[config.mk]
export PLATFORM = sky130hd
export DESIGN_NAME = snell_div_sequencer
export DESIGN_NICKNAME = d
export VERILOG_FILES = /design/src/rtl/snell_div_sequencer.sv
export SDC_FILE = /design/constraint.sdc
export NUM_CORES = 1
export LEC_CHECK = 0
export ABC_CLOCK_PERIOD_IN_PS = 4600
export CAP_MARGIN = 20
export CORE_MARGIN = 10
export CORE_UTILIZATION = 30
export CTS_CLUSTER_SIZE = 12
export DETAILED_ROUTE_END_ITERATION = 10
export GPL_TIMING_DRIVEN = 0
export MAX_ROUTING_LAYER = met4
export RECOVER_POWER = 50
export SKIP_LAST_GASP = 1
export SLEW_MARGIN = 10
export SYNTH_ARGS = -nofsm -noshare
export SYNTH_HDL_FRONTEND = slang
export SYNTH_SLANG_ARGS = --single-unit
[constraint.sdc]
create_clock -name clk -period 4.6 [get_ports clk]
set_input_delay 0.69 -clock clk [delete_from_list [all_inputs] [get_ports clk]]
set_output_delay 0.69 -clock clk [all_outputs]
set_load 0.1 [all_outputs]
[src/rtl/snell_div_sequencer.sv]
// Operand prep and control ahead of division_mod: shift-add n1*sin_t1, issue the divide, pack sin(theta2).
// Latency DIV_LAT+10 cycles (1 for n2==0); stalls in ISSUE while div_rfd=0; start is ignored while busy.
module snell_div_sequencer #(
  parameter int DIV_LAT = 20
) (
  input  logic        clk,
  input  logic        rst,
  input  logic        start,
  input  logic [9:0]  n1,
  input  logic [9:0]  n2,
  input  logic [7:0]  sin_t1,
  output logic        busy,
  output logic        done,
  output logic [7:0]  sin_t2,
  output logic        tir,
  output logic        err_div0,
  output logic [15:0] div_inp1,
  output logic [15:0] div_inp2,
  input  logic [15:0] div_oup,
  input  logic [1:0]  div_frac,
  input  logic        div_rfd
);

  localparam int CW = $clog2(DIV_LAT + 1);

  typedef enum logic [2:0] {
    S_IDLE,
    S_MUL,
    S_ISSUE,
    S_WAIT,
    S_DONE
  } state_t;

  state_t        state_q, state_d;
  logic [9:0]    n1_q, n1_d;
  logic [9:0]    n2_q, n2_d;
  logic [7:0]    s_q, s_d;
  logic [17:0]   acc_q, acc_d;
  logic [2:0]    bit_q, bit_d;
  logic [CW-1:0] cnt_q, cnt_d;
  logic          busy_q, busy_d;
  logic          done_q, done_d;
  logic [7:0]    sin_t2_q, sin_t2_d;
  logic          tir_q, tir_d;
  logic          err_q, err_d;
  logic [15:0]   inp1_q, inp1_d;
  logic [15:0]   inp2_q, inp2_d;
  logic [17:0]   addend;
  logic [17:0]   acc_sum;

  always_comb begin
    state_d  = state_q;
    n1_d     = n1_q;
    n2_d     = n2_q;
    s_d      = s_q;
    acc_d    = acc_q;
    bit_d    = bit_q;
    cnt_d    = cnt_q;
    done_d   = 1'b0;
    sin_t2_d = sin_t2_q;
    tir_d    = tir_q;
    err_d    = err_q;
    inp1_d   = inp1_q;
    inp2_d   = inp2_q;

    addend  = s_q[bit_q] ? ({8'b0, n1_q} << bit_q) : 18'd0;
    acc_sum = acc_q + addend;

    case (state_q)
      S_IDLE: begin
        if (start) begin
          n1_d  = n1;
          n2_d  = n2;
          s_d   = sin_t1;
          acc_d = '0;
          bit_d = '0;
          if (n2 == 10'd0) begin
            state_d  = S_DONE;
            done_d   = 1'b1;
            sin_t2_d = 8'h00;
            tir_d    = 1'b0;
            err_d    = 1'b1;
          end else begin
            state_d = S_MUL;
          end
        end
      end
      S_MUL: begin
        acc_d = acc_sum;
        bit_d = bit_q + 3'd1;
        if (bit_q == 3'd7) begin
          // Q2.16 product scaled down to the 16-bit dividend: value n1*s*2^14
          state_d = S_ISSUE;
          inp1_d  = acc_sum[17:2];
          inp2_d  = {6'b0, n2_q};
        end
      end
      S_ISSUE: begin
        if (div_rfd) begin
          state_d = S_WAIT;
          cnt_d   = CW'(DIV_LAT - 1);
        end
      end
      S_WAIT: begin
        if (cnt_q == '0) begin
          state_d = S_DONE;
          done_d  = 1'b1;
          err_d   = 1'b0;
          if (div_oup >= 16'd64) begin
            tir_d    = 1'b1;
            sin_t2_d = 8'hFF;
          end else begin
            tir_d    = 1'b0;
            sin_t2_d = {div_oup[5:0], div_frac};
          end
        end else begin
          cnt_d = cnt_q - CW'(1);
        end
      end
      S_DONE:  state_d = S_IDLE;
      default: state_d = S_IDLE;
    endcase

    busy_d = (state_d != S_IDLE);
  end

  always_ff @(posedge clk or posedge rst) begin
    if (rst) begin
      state_q  <= S_IDLE;
      n1_q     <= '0;
      n2_q     <= '0;
      s_q      <= '0;
      acc_q    <= '0;
      bit_q    <= '0;
      cnt_q    <= '0;
      busy_q   <= 1'b0;
      done_q   <= 1'b0;
      sin_t2_q <= '0;
      tir_q    <= 1'b0;
      err_q    <= 1'b0;
      inp1_q   <= '0;
      inp2_q   <= '0;
    end else begin
      state_q  <= state_d;
      n1_q     <= n1_d;
      n2_q     <= n2_d;
      s_q      <= s_d;
      acc_q    <= acc_d;
      bit_q    <= bit_d;
      cnt_q    <= cnt_d;
      busy_q   <= busy_d;
      done_q   <= done_d;
      sin_t2_q <= sin_t2_d;
      tir_q    <= tir_d;
      err_q    <= err_d;
      inp1_q   <= inp1_d;
      inp2_q   <= inp2_d;
    end
  end

  assign busy     = busy_q;
  assign done     = done_q;
  assign sin_t2   = sin_t2_q;
  assign tir      = tir_q;
  assign err_div0 = err_q;
  assign div_inp1 = inp1_q;
  assign div_inp2 = inp2_q;

endmodule

# Word-level counts from Yosys, hierarchy flattened
# Index checks and enable logic that the tools add are counted.
# word_totals
register_bits,95
latch_bits,0
mem_bits_rw,0
rom_bits,0
output_inout_bits,44
mem_count,0
# classes
add_sub_neg,3
n_mul,0
n_div,0
n_lt_le_gt_ge,2
eq_ne,9
shifts,1
mux,34
bitwise_logic,0
reduce_logical,12
# ops
cell,count
two-way mux 18 bit,2
case mux 18 bit (2 select lines),1
two-way mux 8 bit,4
adder 18 bit,1
two-way mux 3 bit,6
<< shifter 10 x 3 -> 18 bit,1
>= comparator 16 x 7 -> 1 bit (second input constant),1
case mux 8 bit (2 select lines),1
case mux 3 bit (4 select lines),1
two-way mux 1 bit,11
zero test 10 bit,1
two-way mux 5 bit,2
inequality test 2 bit (second input constant),5
case mux 5 bit (2 select lines),1
== test 3 x 2 -> 1 bit (second input constant),2
case mux 1 bit (2 select lines),3
case mux 3 bit (2 select lines),1
AND reduction 2 bit,3
nonzero test 2 bit,3
zero test 5 bit,1
subtractor 5 x 1 -> 5 bit (second input constant),1
< comparator 3 x 4 -> 1 bit (second input constant),1
AND reduction 4 bit,1
adder 3 x 1 -> 3 bit (second input constant),1
6 further kinds,6

# Logic depth before layout (Yosys ltp)
# depth
word_depth,5
mapped_depth,14
depth_no_buf,13

# Worst setup path before layout
# No wires, ideal clock.
# synth_timing
path_type,reg-to-reg
start,register bit_q[0]
end,register acc_q[16]
setup_time_ns,0.127
arrival_ns,3.102
path_slack_ns,1.371
path_stages_with_launch,14
path_buffers,2
period_less_slack_ns,3.229
cell_sequence,dfrtp_1 > buf_2 > mux4_2 > nand2_1 > and2_1 > buf_2 > a21oi_1 > ha_1 > a2111oi_4 > o21a_2 > o21ai_2 > a2111oi_4 > xnor2_1 > o21ai_1
# synth_via
elab_chain_len,5
word_cells_on_any_way,6
cone_classes,add/sub (1); shift (1); mux (4)
# synth_rtl
element,line,text
"start, declared",39,"logic [2:0] bit_q, bit_d;"
"start signal, assigned",149,bit_q <= bit_d;
binary-select mux 1 bit (select 3 bit),66,"addend = s_q[bit_q] ? ({8'b0, n1_q} << bit_q) : 18'd0;"
two-way mux 1 bit (not written as such),66,
two-way mux 18 bit *,66,
adder 18 bit *,67,acc_sum = acc_q + addend;
case mux 18 bit (2 select lines) *,69,case (state_q)
"end signal, assigned",133,acc_q <= '0;
"end signal, assigned",148,acc_q <= acc_d;
"end, declared",38,"logic [17:0] acc_q, acc_d;"
# Mark *: on every way between the ends. The rest lies on a longest branch, timed or not. The select of a mux whose other input is x is not followed.
# A chain may end at the register's enable or synchronous reset.

# Worst setup path in the final report
# layout_timing
start,register bit_q[0]
end,register inp1_q[9] (netlist: div_inp1[9])
# layout_via
elab_chain_len,4
word_cells_on_any_way,7
cone_classes,add/sub (1); eq/ne (1); shift (1); mux (3); reduce/logical (1)
# layout_rtl
element,line,text
binary-select mux 1 bit (select 3 bit),66,
two-way mux 1 bit (not written as such),66,
two-way mux 18 bit,66,
adder 18 bit,67,
"end signal, assigned",156,inp1_q <= inp1_d;
"end, declared",46,"logic [15:0] inp1_q, inp1_d;"
# Several ways; a longest one is shown, not always the timed one. The select of a mux whose other input is x is not followed.

==> flow_summary.ini <==
[status]
status = finished with violations
violations = capacitance limit, slew limit

[logic_synthesis]
synth_edf_count = 0
synth_ff_type = dfrtp_1
yosys_warnings = 0
synth_cells = 528
ys_seq_area_share_pct = 46.5
synth_async_sr_flop_share_pct = 100
synth.avg_cell_area_um2 = 9.69
synth_seq_cells = 95
synth_cell_types = 55
syn_area_um2 = 5110

[timing]
hold_violations = 0
clock.fmax_ghz = 0.268
fin_skew_ps = 6.91
rsz0062_at_grt = no
relSlewSlack_pct = -22.1
fin_crit_sh_pct = 81.0
min_period_ps = 3730
worstMarginPinSlew_ps = 1820
setup_viol = 0
maxSlewViolCount = 42

[die]
core_um2 = 16600
rows = 47
dieArea_um2 = 22700
initial_utilization_pct = 30.7
dieHeight_um = 151
io_pins = 94
die_w_um = 151

[placed_design]
placed_area_um2 = 6310
portBuffers = 87
gp_routability_congestion = 0.889
dp_hpwl_um = 10500

[clocking]
cts_resized = 0
cts_root_buf = clkbuf_16
clock-sinks = 95
hold_buffers = 0
clk_pin_slew_ps = 70
cts_buffers = 9
insertion_delay_ps = 350
cts_setup_buffers = 0
clockBufferDepth = 2
htreeDepth = 3
cts_tree = done

[worst_hold_path]
holdPathStages = 2
min_from = n2_q[8]
hold_path_class = register to register

[layout]
multi_input_area_um2 = 2560
fillCellCount = 1626
final_nets = 703
ff_latch_area_um2 = 2380
num_antenna_cells = 0
drive_gt1_share_pct = 11.3
area_growth_pct = 28.6
final_area_um2 = 6580

[global_routing]
grt_max_degree = 56
antenna_found_initial = 0
gr-total-overflow = 0
grt_pass1_wl_um = 22100
grt_pass1_vias = 4372
grtUsageTotal_pct = 12.5

[setup_path]
critPathRequiredTime_ps = 4820
critPathMaxStageDelay_ps = 550
crit_chain = buf_2 > mux4_2 > nand2_1 > and2_1 > buf_2 > a211oi_1 > ha_1 > a21o_1 > a31oi_1 > o21ai_0 > a31oi_1 > xor2_1 > o21ai_0
crit_path_end_kind = register
crit_arrival_ps = 3950
crit_start = bit_q[0]
start_kind = register
crit_type = register to register
critical_path_peak_fanout = 10
ff2ff_path_depth = 13
r2r_start = bit_q[0]
cp_slowest_cell = mux4_2

[detailed_routing]
drt_iter0_markers = 214
wl_um = 13400
wl_per_cell_um = 15.7
ant_nets = 0
viasPerCell = 4.89
dr.pass1.iters = 4
vias = 4190
drc = 0

[flow_run]
maxCapViolCount = 1
[kinds of logic (layout without fill, tap and decap cells)]
logic type,after synthesis,in the layout,share of synthesized area (%)
muxes,42,42,9.52
buffers and inverters,41,145,3.67
DFF,95,95,46.5
other,1,6,0.0733
and+or+nand+nor,186,186,16.2
adders and majority gates,21,21,5.28
AOI/OAI and AO/OA,127,127,16.2
xor gates and xnor gates,15,15,2.57
[worst max-delay path: cells and delay by family (launching register included)]
| kind | cells | cell delay (ps) |
|---|---|---|
| compound gates | 6 | 1220 |
| xor+xnor | 1 | 270 |
| fa+ha+maj | 1 | 370 |
| buf+inv | 2 | 450 |
| flops | 1 | 420 |
| mux | 1 | 550 |
| simple gates | 2 | 310 |
[per-layer routing]
layer / vias to the layer above / wire (um) / track usage, %
li1: 2068 / - / -
met3: 5 / 462 / 2.16
met5: - / 0 / -
met4: 0 / 113 / 4.72
met1: 2036 / 6560 / 16.5
met2: 81 / 6310 / 18.7
[cell usage after synthesis, drive strengths merged (5+ instances only)]
| master | number | area [um^2] |
|---|---|---|
| dfrtp | 95 | 2380 |
| nand2 | 90 | 338 |
| o21ai | 45 | 233 |
| nor2 | 44 | 165 |
| mux2 | 33 | 372 |
| a21oi | 32 | 160 |
| ha | 20 | 250 |
| buf | 17 | 97.6 |
| clkbuf | 14 | 52.6 |
| nand3 | 13 | 65.1 |
| a21o | 12 | 90.1 |
| xor2 | 11 | 96.3 |
| inv | 10 | 37.5 |
| a31oi | 8 | 50.1 |
| mux2i | 7 | 70.1 |
| and2 | 6 | 37.5 |
| nor3 | 6 | 30.0 |
| and3 | 5 | 31.3 |
[placed cells by master (no fill, tap or decap), types with 7 or more instances in the layout]
master           count
buf_2                8
nand2_1             90
ha_1                20
a21o_1              12
o21ai_1              8
clkdlybuf4s50_1     85
xor2_1              11
clkbuf_1            16
nand3_1             13
a31oi_1              8
mux2_2              32
nor2_1              44
clkbuf_16            9
a21oi_1             32
mux2i_1              7
dfrtp_1             95
inv_1                9
o21ai_0             35
[state kept, by name, summed over array words and instances (netlist names), 3 cells and up]
| register | cells |
|---|---|
| acc_q | 18 |
| div_inp1 | 16 |
| div_inp2 | 10 |
| n1_q | 10 |
| n2_q | 10 |
| s_q | 8 |
| sin_t2 | 8 |
| cnt_q | 5 |
| bit_q | 3 |
| state_q | 3 |
[layout make-up]
cell class	count	area share, %
clock buffer	10	3.48
timing repair buffer	88	13.3
tap	220	4.19
inverter	10	0.590
buffer	31	2.26
clock inverter	6	1.05
sequential	95	36.1
multi-input combinational	397	39.0
[path summary, 6_finish.rpt]
| check | slack (ps) | endpoint |
|---|---|---|
| worst max-delay path | 870 | div_inp1[9] |
| worst min-delay path | 470 | div_inp2[8] |
| worst max register to register | 870 | div_inp1[9] |
| worst min register to register | 470 | div_inp2[8] |
| max in group asynchronous | 1340 | acc_q[2] |
| min in group asynchronous | 1240 | tir |
[stage by stage]
stage | setup TNS, ps | hold WS [ps] | std cells | setup WS, ps | util, %
5_1_grt | 0 | 489 | 857 | 548 | 39.5
2_1_floorplan | 0 | 435 | 533 | 1370 | -
3_3_place_gp | -2880 | 445 | 840 | -37.5 | 37.7
4_1_cts | 0 | 473 | 857 | 856 | 39.7
6_report | 0 | 471 | 857 | 875 | 39.5
3_5_place_dp | 0 | 460 | 841 | 888 | 37.9
Power is not shown: default switching activity piles up to over one toggle a cycle in this logic, so the estimate is an artifact.
